### src/rtl/tlul_pkg.sv
// ---------------------------------------------------------------------------
// | Module  : tlul_pkg                                                        |
// | Brief   : TL-UL channel structures and opcode enumerations                |
// | Revision: 1.0                                                             |
// ---------------------------------------------------------------------------
`default_nettype none
`timescale 1ns/1ps

package tlul_pkg;

  localparam int TL_AW  = 32;
  localparam int TL_DW  = 32;
  localparam int TL_AIW = 8;
  localparam int TL_DIW = 1;
  localparam int TL_SZW = 2;
  localparam int TL_DBW = TL_DW / 8;

  typedef enum logic [2:0] {
    PutFullData    = 3'h0,
    PutPartialData = 3'h1,
    Get            = 3'h4
  } tl_a_op_e;

  typedef enum logic [2:0] {
    AccessAck     = 3'h0,
    AccessAckData = 3'h1
  } tl_d_op_e;

  typedef struct packed {
    logic              a_valid;
    tl_a_op_e          a_opcode;
    logic [2:0]        a_param;
    logic [TL_SZW-1:0] a_size;
    logic [TL_AIW-1:0] a_source;
    logic [TL_AW-1:0]  a_address;
    logic [TL_DBW-1:0] a_mask;
    logic [TL_DW-1:0]  a_data;
    logic              d_ready;
  } tl_h2d_t;

  typedef struct packed {
    logic              d_valid;
    tl_d_op_e          d_opcode;
    logic [2:0]        d_param;
    logic [TL_SZW-1:0] d_size;
    logic [TL_AIW-1:0] d_source;
    logic [TL_DIW-1:0] d_sink;
    logic [TL_DW-1:0]  d_data;
    logic              d_error;
    logic              a_ready;
  } tl_d2h_t;

endpackage

`default_nettype wire

### src/rtl/tlul_addr_mux_pkg.sv
// ---------------------------------------------------------------------------
// | Module  : tlul_addr_mux_pkg                                               |
// | Brief   : Decode and error-response helpers for the TL-UL address mux     |
// | Revision: 1.0                                                             |
// ---------------------------------------------------------------------------
`default_nettype none
`timescale 1ns/1ps

package tlul_addr_mux_pkg;

  // Window index of an address; anything past the last device maps to the
  // error responder, which sits at pseudo-index num.
  function automatic logic [31:0] dev_sel(input logic [31:0] addr,
                                          input int unsigned shift,
                                          input int unsigned num);
    logic [31:0] idx;
    idx = addr >> shift;
    return (idx < num) ? idx : 32'(num);
  endfunction

  // Reads get data-carrying acks, writes get plain acks.
  function automatic tlul_pkg::tl_d_op_e err_rsp_opcode(input tlul_pkg::tl_a_op_e op);
    return (op == tlul_pkg::Get) ? tlul_pkg::AccessAckData : tlul_pkg::AccessAck;
  endfunction

endpackage

`default_nettype wire

### src/rtl/tlul_mux_idx_fifo.sv
// ---------------------------------------------------------------------------
// | Module  : tlul_mux_idx_fifo                                               |
// | Brief   : Small FIFO holding the target index of each outstanding request |
// | Revision: 1.0                                                             |
// ---------------------------------------------------------------------------
`default_nettype none
`timescale 1ns/1ps

module tlul_mux_idx_fifo #(
  parameter int WIDTH = 2,
  parameter int DEPTH = 4
) (
  input  logic             clk_i,
  input  logic             rst_ni,
  input  logic             push,
  input  logic [WIDTH-1:0] wdata,
  input  logic             pop,
  output logic [WIDTH-1:0] rdata,
  output logic             full,
  output logic             empty
);

  // A one-bit pointer is kept even for DEPTH=1 so the storage index is never
  // zero width; the extra entry is simply never addressed.
  localparam int PTR_W = (DEPTH > 1) ? $clog2(DEPTH) : 1;
  localparam int CNT_W = $clog2(DEPTH + 1);
  localparam logic [PTR_W-1:0] LAST_PTR = PTR_W'(DEPTH - 1);
  localparam logic [CNT_W-1:0] FULL_CNT = CNT_W'(DEPTH);

  logic [WIDTH-1:0] mem [2**PTR_W];
  logic [PTR_W-1:0] wr_ptr;
  logic [PTR_W-1:0] rd_ptr;
  logic [CNT_W-1:0] count;
  logic             do_push;
  logic             do_pop;

  assign full    = (count == FULL_CNT);
  assign empty   = (count == '0);
  assign do_pop  = pop & ~empty;
  // A full FIFO still takes a push when the head leaves in the same cycle.
  assign do_push = push & (~full | do_pop);
  assign rdata   = mem[rd_ptr];

  // Pointer and occupancy bookkeeping.
  always_ff @(posedge clk_i or negedge rst_ni) begin
    if (!rst_ni) begin
      wr_ptr <= '0;
      rd_ptr <= '0;
      count  <= '0;
    end else begin
      if (do_push) wr_ptr <= (wr_ptr == LAST_PTR) ? '0 : wr_ptr + 1'b1;
      if (do_pop)  rd_ptr <= (rd_ptr == LAST_PTR) ? '0 : rd_ptr + 1'b1;
      case ({do_push, do_pop})
        2'b10:   count <= count + 1'b1;
        2'b01:   count <= count - 1'b1;
        default: count <= count;
      endcase
    end
  end

  // Entry storage; contents are don't-care while empty, so no reset.
  always_ff @(posedge clk_i) begin
    if (do_push) mem[wr_ptr] <= wdata;
  end

endmodule

`default_nettype wire

### src/rtl/tlul_addr_mux.sv
// ---------------------------------------------------------------------------
// | Module  : tlul_addr_mux                                                   |
// | Brief   : TL-UL 1-to-NUM address-decoded mux with in-order responses      |
// |           and an internal error responder for unmapped windows            |
// | Revision: 1.0                                                             |
// ---------------------------------------------------------------------------
`default_nettype none
`timescale 1ns/1ps

module tlul_addr_mux
  import tlul_pkg::*;
  import tlul_addr_mux_pkg::*;
#(
  parameter int NUM             = 2,
  parameter int ADDR_SHIFT      = 4,
  parameter int MAX_OUTSTANDING = 4
) (
  input  logic    clk_i,
  input  logic    rst_ni,
  input  tl_h2d_t tl_host_i,
  output tl_d2h_t tl_host_o,
  output tl_h2d_t tl_device_o [NUM],
  input  tl_d2h_t tl_device_i [NUM]
);

  localparam int IDX_W = $clog2(NUM + 1);
  localparam int CNT_W = $clog2(MAX_OUTSTANDING + 1);
  localparam logic [IDX_W-1:0] ERR_IDX = IDX_W'(NUM);
  localparam logic [CNT_W-1:0] CNT_MAX = CNT_W'(MAX_OUTSTANDING);

  logic [IDX_W-1:0]  sel;
  logic [IDX_W-1:0]  last_sel;
  logic [IDX_W-1:0]  head;
  logic [CNT_W-1:0]  cnt;
  logic [NUM:0]      tgt_ready_vec;
  logic              tgt_ready;
  logic              stall;
  logic              host_a_ready;
  logic              accept;
  logic              pop;
  logic              fifo_full;
  logic              fifo_empty;
  tl_d2h_t           host_rsp;

  logic              err_valid;
  logic [TL_AIW-1:0] err_source;
  logic [TL_SZW-1:0] err_size;
  tl_a_op_e          err_opcode;

  assign sel = IDX_W'(dev_sel(tl_host_i.a_address, ADDR_SHIFT, NUM));

  // Ready of every possible target, error responder in the top slot.
  always_comb begin
    tgt_ready_vec = '0;
    for (int i = 0; i < NUM; i++) tgt_ready_vec[i] = tl_device_i[i].a_ready;
    tgt_ready_vec[NUM] = ~err_valid;
  end

  assign tgt_ready = tgt_ready_vec[sel];

  // Hold off when the window is full, or when switching target while earlier
  // responses are pending (responses must come back in issue order). The FIFO
  // full flag mirrors the counter and keeps the index store from overflowing.
  assign stall = (cnt == CNT_MAX) || fifo_full || ((cnt != '0) && (sel != last_sel));

  assign host_a_ready = rst_ni & tgt_ready & ~stall;
  assign accept       = tl_host_i.a_valid & host_a_ready;

  // A-channel broadcast with per-device valid, D-ready only to the FIFO head.
  always_comb begin
    for (int i = 0; i < NUM; i++) begin
      tl_device_o[i]         = tl_host_i;
      tl_device_o[i].a_valid = tl_host_i.a_valid & rst_ni & ~stall & (sel == IDX_W'(i));
      tl_device_o[i].d_ready = tl_host_i.d_ready & rst_ni & ~fifo_empty & (head == IDX_W'(i));
    end
  end

  // Host response taken from whichever source owns the oldest request.
  always_comb begin
    host_rsp = '0;
    for (int i = 0; i < NUM; i++) begin
      if (head == IDX_W'(i)) host_rsp = tl_device_i[i];
    end
    if (head == ERR_IDX) begin
      host_rsp.d_valid  = err_valid;
      host_rsp.d_opcode = err_rsp_opcode(err_opcode);
      host_rsp.d_error  = 1'b1;
      host_rsp.d_source = err_source;
      host_rsp.d_size   = err_size;
    end
    host_rsp.d_valid = host_rsp.d_valid & ~fifo_empty;
    host_rsp.a_ready = host_a_ready;
  end

  assign tl_host_o = host_rsp;
  assign pop       = host_rsp.d_valid & tl_host_i.d_ready;

  tlul_mux_idx_fifo #(
    .WIDTH (IDX_W),
    .DEPTH (MAX_OUTSTANDING)
  ) u_idx_fifo (
    .clk_i  (clk_i),
    .rst_ni (rst_ni),
    .push   (accept),
    .wdata  (sel),
    .pop    (pop),
    .rdata  (head),
    .full   (fifo_full),
    .empty  (fifo_empty)
  );

  // Outstanding counter and the target of the most recent accepted request.
  always_ff @(posedge clk_i or negedge rst_ni) begin
    if (!rst_ni) begin
      cnt      <= '0;
      last_sel <= '0;
    end else begin
      if (accept) last_sel <= sel;
      case ({accept, pop})
        2'b10:   cnt <= cnt + 1'b1;
        2'b01:   cnt <= cnt - 1'b1;
        default: cnt <= cnt;
      endcase
    end
  end

  // Single-entry error responder; it refuses new requests until drained.
  always_ff @(posedge clk_i or negedge rst_ni) begin
    if (!rst_ni) begin
      err_valid  <= 1'b0;
      err_source <= '0;
      err_size   <= '0;
      err_opcode <= PutFullData;
    end else if (accept && (sel == ERR_IDX)) begin
      err_valid  <= 1'b1;
      err_source <= tl_host_i.a_source;
      err_size   <= tl_host_i.a_size;
      err_opcode <= tl_host_i.a_opcode;
    end else if (pop && (head == ERR_IDX)) begin
      err_valid  <= 1'b0;
    end
  end

endmodule

`default_nettype wire

### config.mk
export PLATFORM = sky130hd
export DESIGN_NAME = tlul_addr_mux
export DESIGN_NICKNAME = d
export VERILOG_FILES = /design/src/rtl/tlul_pkg.sv /design/src/rtl/tlul_addr_mux_pkg.sv /design/src/rtl/tlul_mux_idx_fifo.sv /design/src/rtl/tlul_addr_mux.sv
export SDC_FILE = /design/constraint.sdc
export NUM_CORES = 1
export LEC_CHECK = 0
export CORE_AREA = 4 4 160 162
export DETAILED_ROUTE_END_ITERATION = 8
export DIE_AREA = 0 0 164 166
export PLACE_DENSITY = 0.61
export SETUP_SLACK_MARGIN = 0.1
export SLEW_MARGIN = 20
export SYNTH_ARGS = -nofsm -noshare
export SYNTH_HDL_FRONTEND = slang
export SYNTH_SLANG_ARGS = --single-unit
export TNS_END_PERCENT = 30
### constraint.sdc
create_clock -name clk_i -period 2.9 [get_ports clk_i]
set_input_delay 0.58 -clock clk_i [delete_from_list [all_inputs] [get_ports clk_i]]
set_output_delay 0.58 -clock clk_i [all_outputs]
set_load 0.03 [all_outputs]
==> flow_metrics.py <==
metrics = {
    "placed_design": {
        "portBuffers": 286,
        "gp_congestion": 0.799,
        "post-place-ws_ns": -0.490,
        "hpwl_microns": 15100,
    },
    "pwr": {
        "power_switching_mw": 2.68,
        "p_sw_share_pct": 45.7,
        "sequentialPowerShare_pct": 14.9,
        "combPwrFrac_pct": 73.0,
        "power_density_nw_per_um2": 852,
        "peakVddDrop_mv": 0.308,
        "pwr-share-clk_pct": 12.1,
        "internal_power_mw": 3.19,
        "cellLeakagePower_nw": 2.91,
        "total_power_mw": 5.87,
    },
    "routing": {
        "wire_per_inst_microns": 18.5,
        "viasPerCell": 3.76,
        "vias": 3657,
        "antenna_left": 0,
        "drtIter0Drc": 159,
        "drc": 0,
        "wl_microns": 18000,
        "first_pass_iters": 4,
    },
    "cts": {
        "cts_made_buffers": 5,
        "cts_tree": "built",
        "clock_path_buffers": 2,
        "clock_latency_ns": 0.28,
        "hold_buffers": 0,
        "clock-sinks": 34,
        "clockRootBuffer": "clkbuf_16",
        "path_clk_slew_ns": 0.06,
        "htree_levels": 2,
    },
    "logic_synthesis": {
        "syn_nets": 693,
        "netlist.area_leader.share_pct": 32.3,
        "synthFlopType": "dfrtp_1",
        "synth_edf_count": 8,
        "synthTopCellsByArea": "buf_4 (32%), dfrtp_1 (16%), nand2_1 (8.9%)",
        "yosysTopAreaCell": "buf_4",
        "syn_avg_cell_area_sq_um": 8.04,
        "syn_area_sq_um": 3950,
        "syn_inst": 492,
        "ys_types": 44,
        "synth_seq_cells": 34,
        "yosysWarnings": 0,
        "ys_seq_area_share_pct": 22.5,
        "ys_async_sr_fraction_pct": 76.5,
    },
    "finish": {
        "fin_nets": 849,
        "fill_cells": 2601,
        "layout_common_cells": "clkdlybuf4s50_1 (200), nand2_1 (93), buf_4 (64), buf_12 (37), a21oi_1 (31)",
        "multi_input_area_sq_um": 1830,
        "seq_area_sq_um": 891,
        "drive_above_1_share_pct": 29.6,
        "diodes": 0,
        "layout_commonest_cell": "clkdlybuf4s50_1",
        "syn_to_final_growth_pct": 74.3,
    },
    "min_path": {
        "hold_path_class": "flop to flop",
        "holdPathEnd": "err_size[0]",
        "min_from": "err_size[0]",
        "whs_path_depth": 1,
    },
    "job": {
        "drv_cap": 0,
    },
    "floorplan": {
        "core_sq_um": 24100,
        "dieArea_sq_um": 27200,
        "die_w_microns": 164,
        "row_count": 57,
        "die_h_microns": 166,
        "initial_utilization_pct": 16.4,
        "ioPinCount": 416,
    },
    "worst_setup_path": {
        "r2r-end": "cnt[2]",
        "r2r_start": "u_idx_fifo.count[0]",
        "critPathMaxFanout": 35,
        "crit_type": "flop to primary output",
        "r2r_slack_ns": 0.28,
        "worstPathRequired_ns": 2.32,
        "cp-start-kind": "flop",
        "crit_path_end_kind": "primary output",
        "critPathArrivalTime_ns": 2.20,
        "crit_path_top_delay_cell": "mux4_2",
        "cpPeakStageDelay_ns": 0.63,
        "path_cells": "mux4_2 > buf_4 > a21oi_1 > buf_12",
        "worstRegToRegCells": 12,
    },
    "grt": {
        "grt_max_degree": 40,
        "grt_usage_pct": 12.0,
        "grt_pass1_wl_microns": 24700,
        "grt_pass1_vias": 3683,
        "antenna_found_initial": 2,
        "grt.overflow.total": 0,
    },
    "timing": {
        "worst_pin_slew_ns": 0.448,
        "min_period_ns": 2.78,
        "layout_setup_ws_ns": 0.120,
        "slew_viol_final": 0,
        "setup_violations": 0,
        "slew_headroom_pct": 70.1,
        "hold_viol": 0,
        "fin_setup_tns_ns": 0,
        "max_freq_mhz": 360,
        "rsz0062_at_grt": "yes",
        "finClkSkew_ns": 0.00496,
        "fin_crit_sh_pct": 95.9,
    },
    "status": {
        "status": "complete, no violations",
    },
}
worst max-delay path, delay by kind of cell (launching register included):
| family | cells | cell delay [ns] |
|---|---|---|
| AO/OA/AOI/OAI | 1 | 0.38 |
| buffers and inverters | 2 | 0.48 |
| flip-flops | 1 | 0.41 |
| multiplexers | 1 | 0.63 |
flip-flops by register name, indices dropped and copies added, names as in the netlist:
| register | flops |
|---|---|
| cnt | 3 |
| err_opcode | 3 |
| err_size | 2 |
| err_source | 8 |
| err_valid | 1 |
| last_sel | 2 |
| u_idx_fifo.count | 3 |
| u_idx_fifo.mem | 8 |
| u_idx_fifo.rd_ptr | 2 |
| u_idx_fifo.wr_ptr | 2 |
cell families after synthesis:
family / synth area share [%]
DFF: 22.5
muxes: 12.2
and+or+nand+nor: 15.3
adders and majority gates: 3.23
xor gates and xnor gates: 1.33
AOI/OAI and AO/OA: 9.62
buffers and inverters: 35.7
stage by stage:
step	instance area [sq um]	hold slack (ns)	instances	utilization, %
floorplan	3950	0.284	492	-
global placement	6530	0.487	959	27.1
detailed placement	6530	0.492	959	27.1
CTS	6790	0.505	971	28.2
global route	6890	0.532	973	28.6
finish	6890	0.509	973	28.6
layout make-up:
class | instances | share of cell area, %
sequential | 34 | 12.9
inverter | 15 | 0.817
clock buffer | 5 | 1.82
multi-input combinational | 256 | 26.5
tap | 324 | 5.88
timing repair buffer | 336 | 51.1
clock inverter | 3 | 0.999
cells in the mapped netlist, types with 2 or more instances:
library cell and number:
a21oi_1 40, edfxtp_1 8, buf_2 4, nand2_1 94, ha_1 7, nor2b_1 2, nor3_1 5, buf_4 170
mux4_2 2, inv_1 15, mux2i_1 18, fa_1 2, xnor2_1 2, clkbuf_1 12, mux2_2 7, xor2_1 4
mux2_4 12, nor2_1 18, dfrtp_1 26, nor4_1 5, o21ai_0 14, and2_1 2, nand3_1 2
power groups by stage:
| stage | clock, mW | sequential [mW] | combinational, mW |
|---|---|---|---|
| floorplan | 0 | 0.818 | 2.74 |
| global placement | 0 | 0.859 | 4.20 |
| detailed placement | 0 | 0.866 | 4.21 |
| CTS | 0.732 | 0.866 | 4.30 |
| global route | 0.751 | 0.903 | 4.56 |
| finish | 0.711 | 0.873 | 4.29 |
repair_timing:
action / 4_1_cts / 5_1_grt
cloned: 0 / 0
pin swaps: 15 / 20
setup buffers: 4 / 2
gates resized for setup: 93 / 43
endpoints found under the setup margin: 23 / 26
worst max-delay path by stage:
| stage | start | to | slack (ns) | cells after the start |
|---|---|---|---|---|
| after floorplan | tl_host_i[57] | tl_device_o[171] | 0.11 | 6 |
| after global placement | tl_host_i[57] | cnt[2] | -0.43 | 13 |
| after detailed placement | tl_host_i[57] | cnt[2] | -0.49 | 13 |
| after CTS | tl_host_i[85] | tl_device_o[171] | 0.09 | 10 |
| after global routing | tl_host_i[57] | cnt[2] | 0.03 | 14 |
| final | u_idx_fifo.rd_ptr[0] | tl_host_o[31] | 0.12 | 4 |
routing by layer:
| layer | global-route usage (%) | wire, microns | part of all wire [%] |
|---|---|---|---|
| met4 | 1.02 | 69 | 0.38 |
| met1 | 13.5 | 6860 | 38 |
| met3 | 4.64 | 1920 | 11 |
| met5 | 0 | 34 | 0.19 |
| met2 | 22.2 | 9150 | 51 |
No activity file was read; power rests on OpenSTA's default activity.
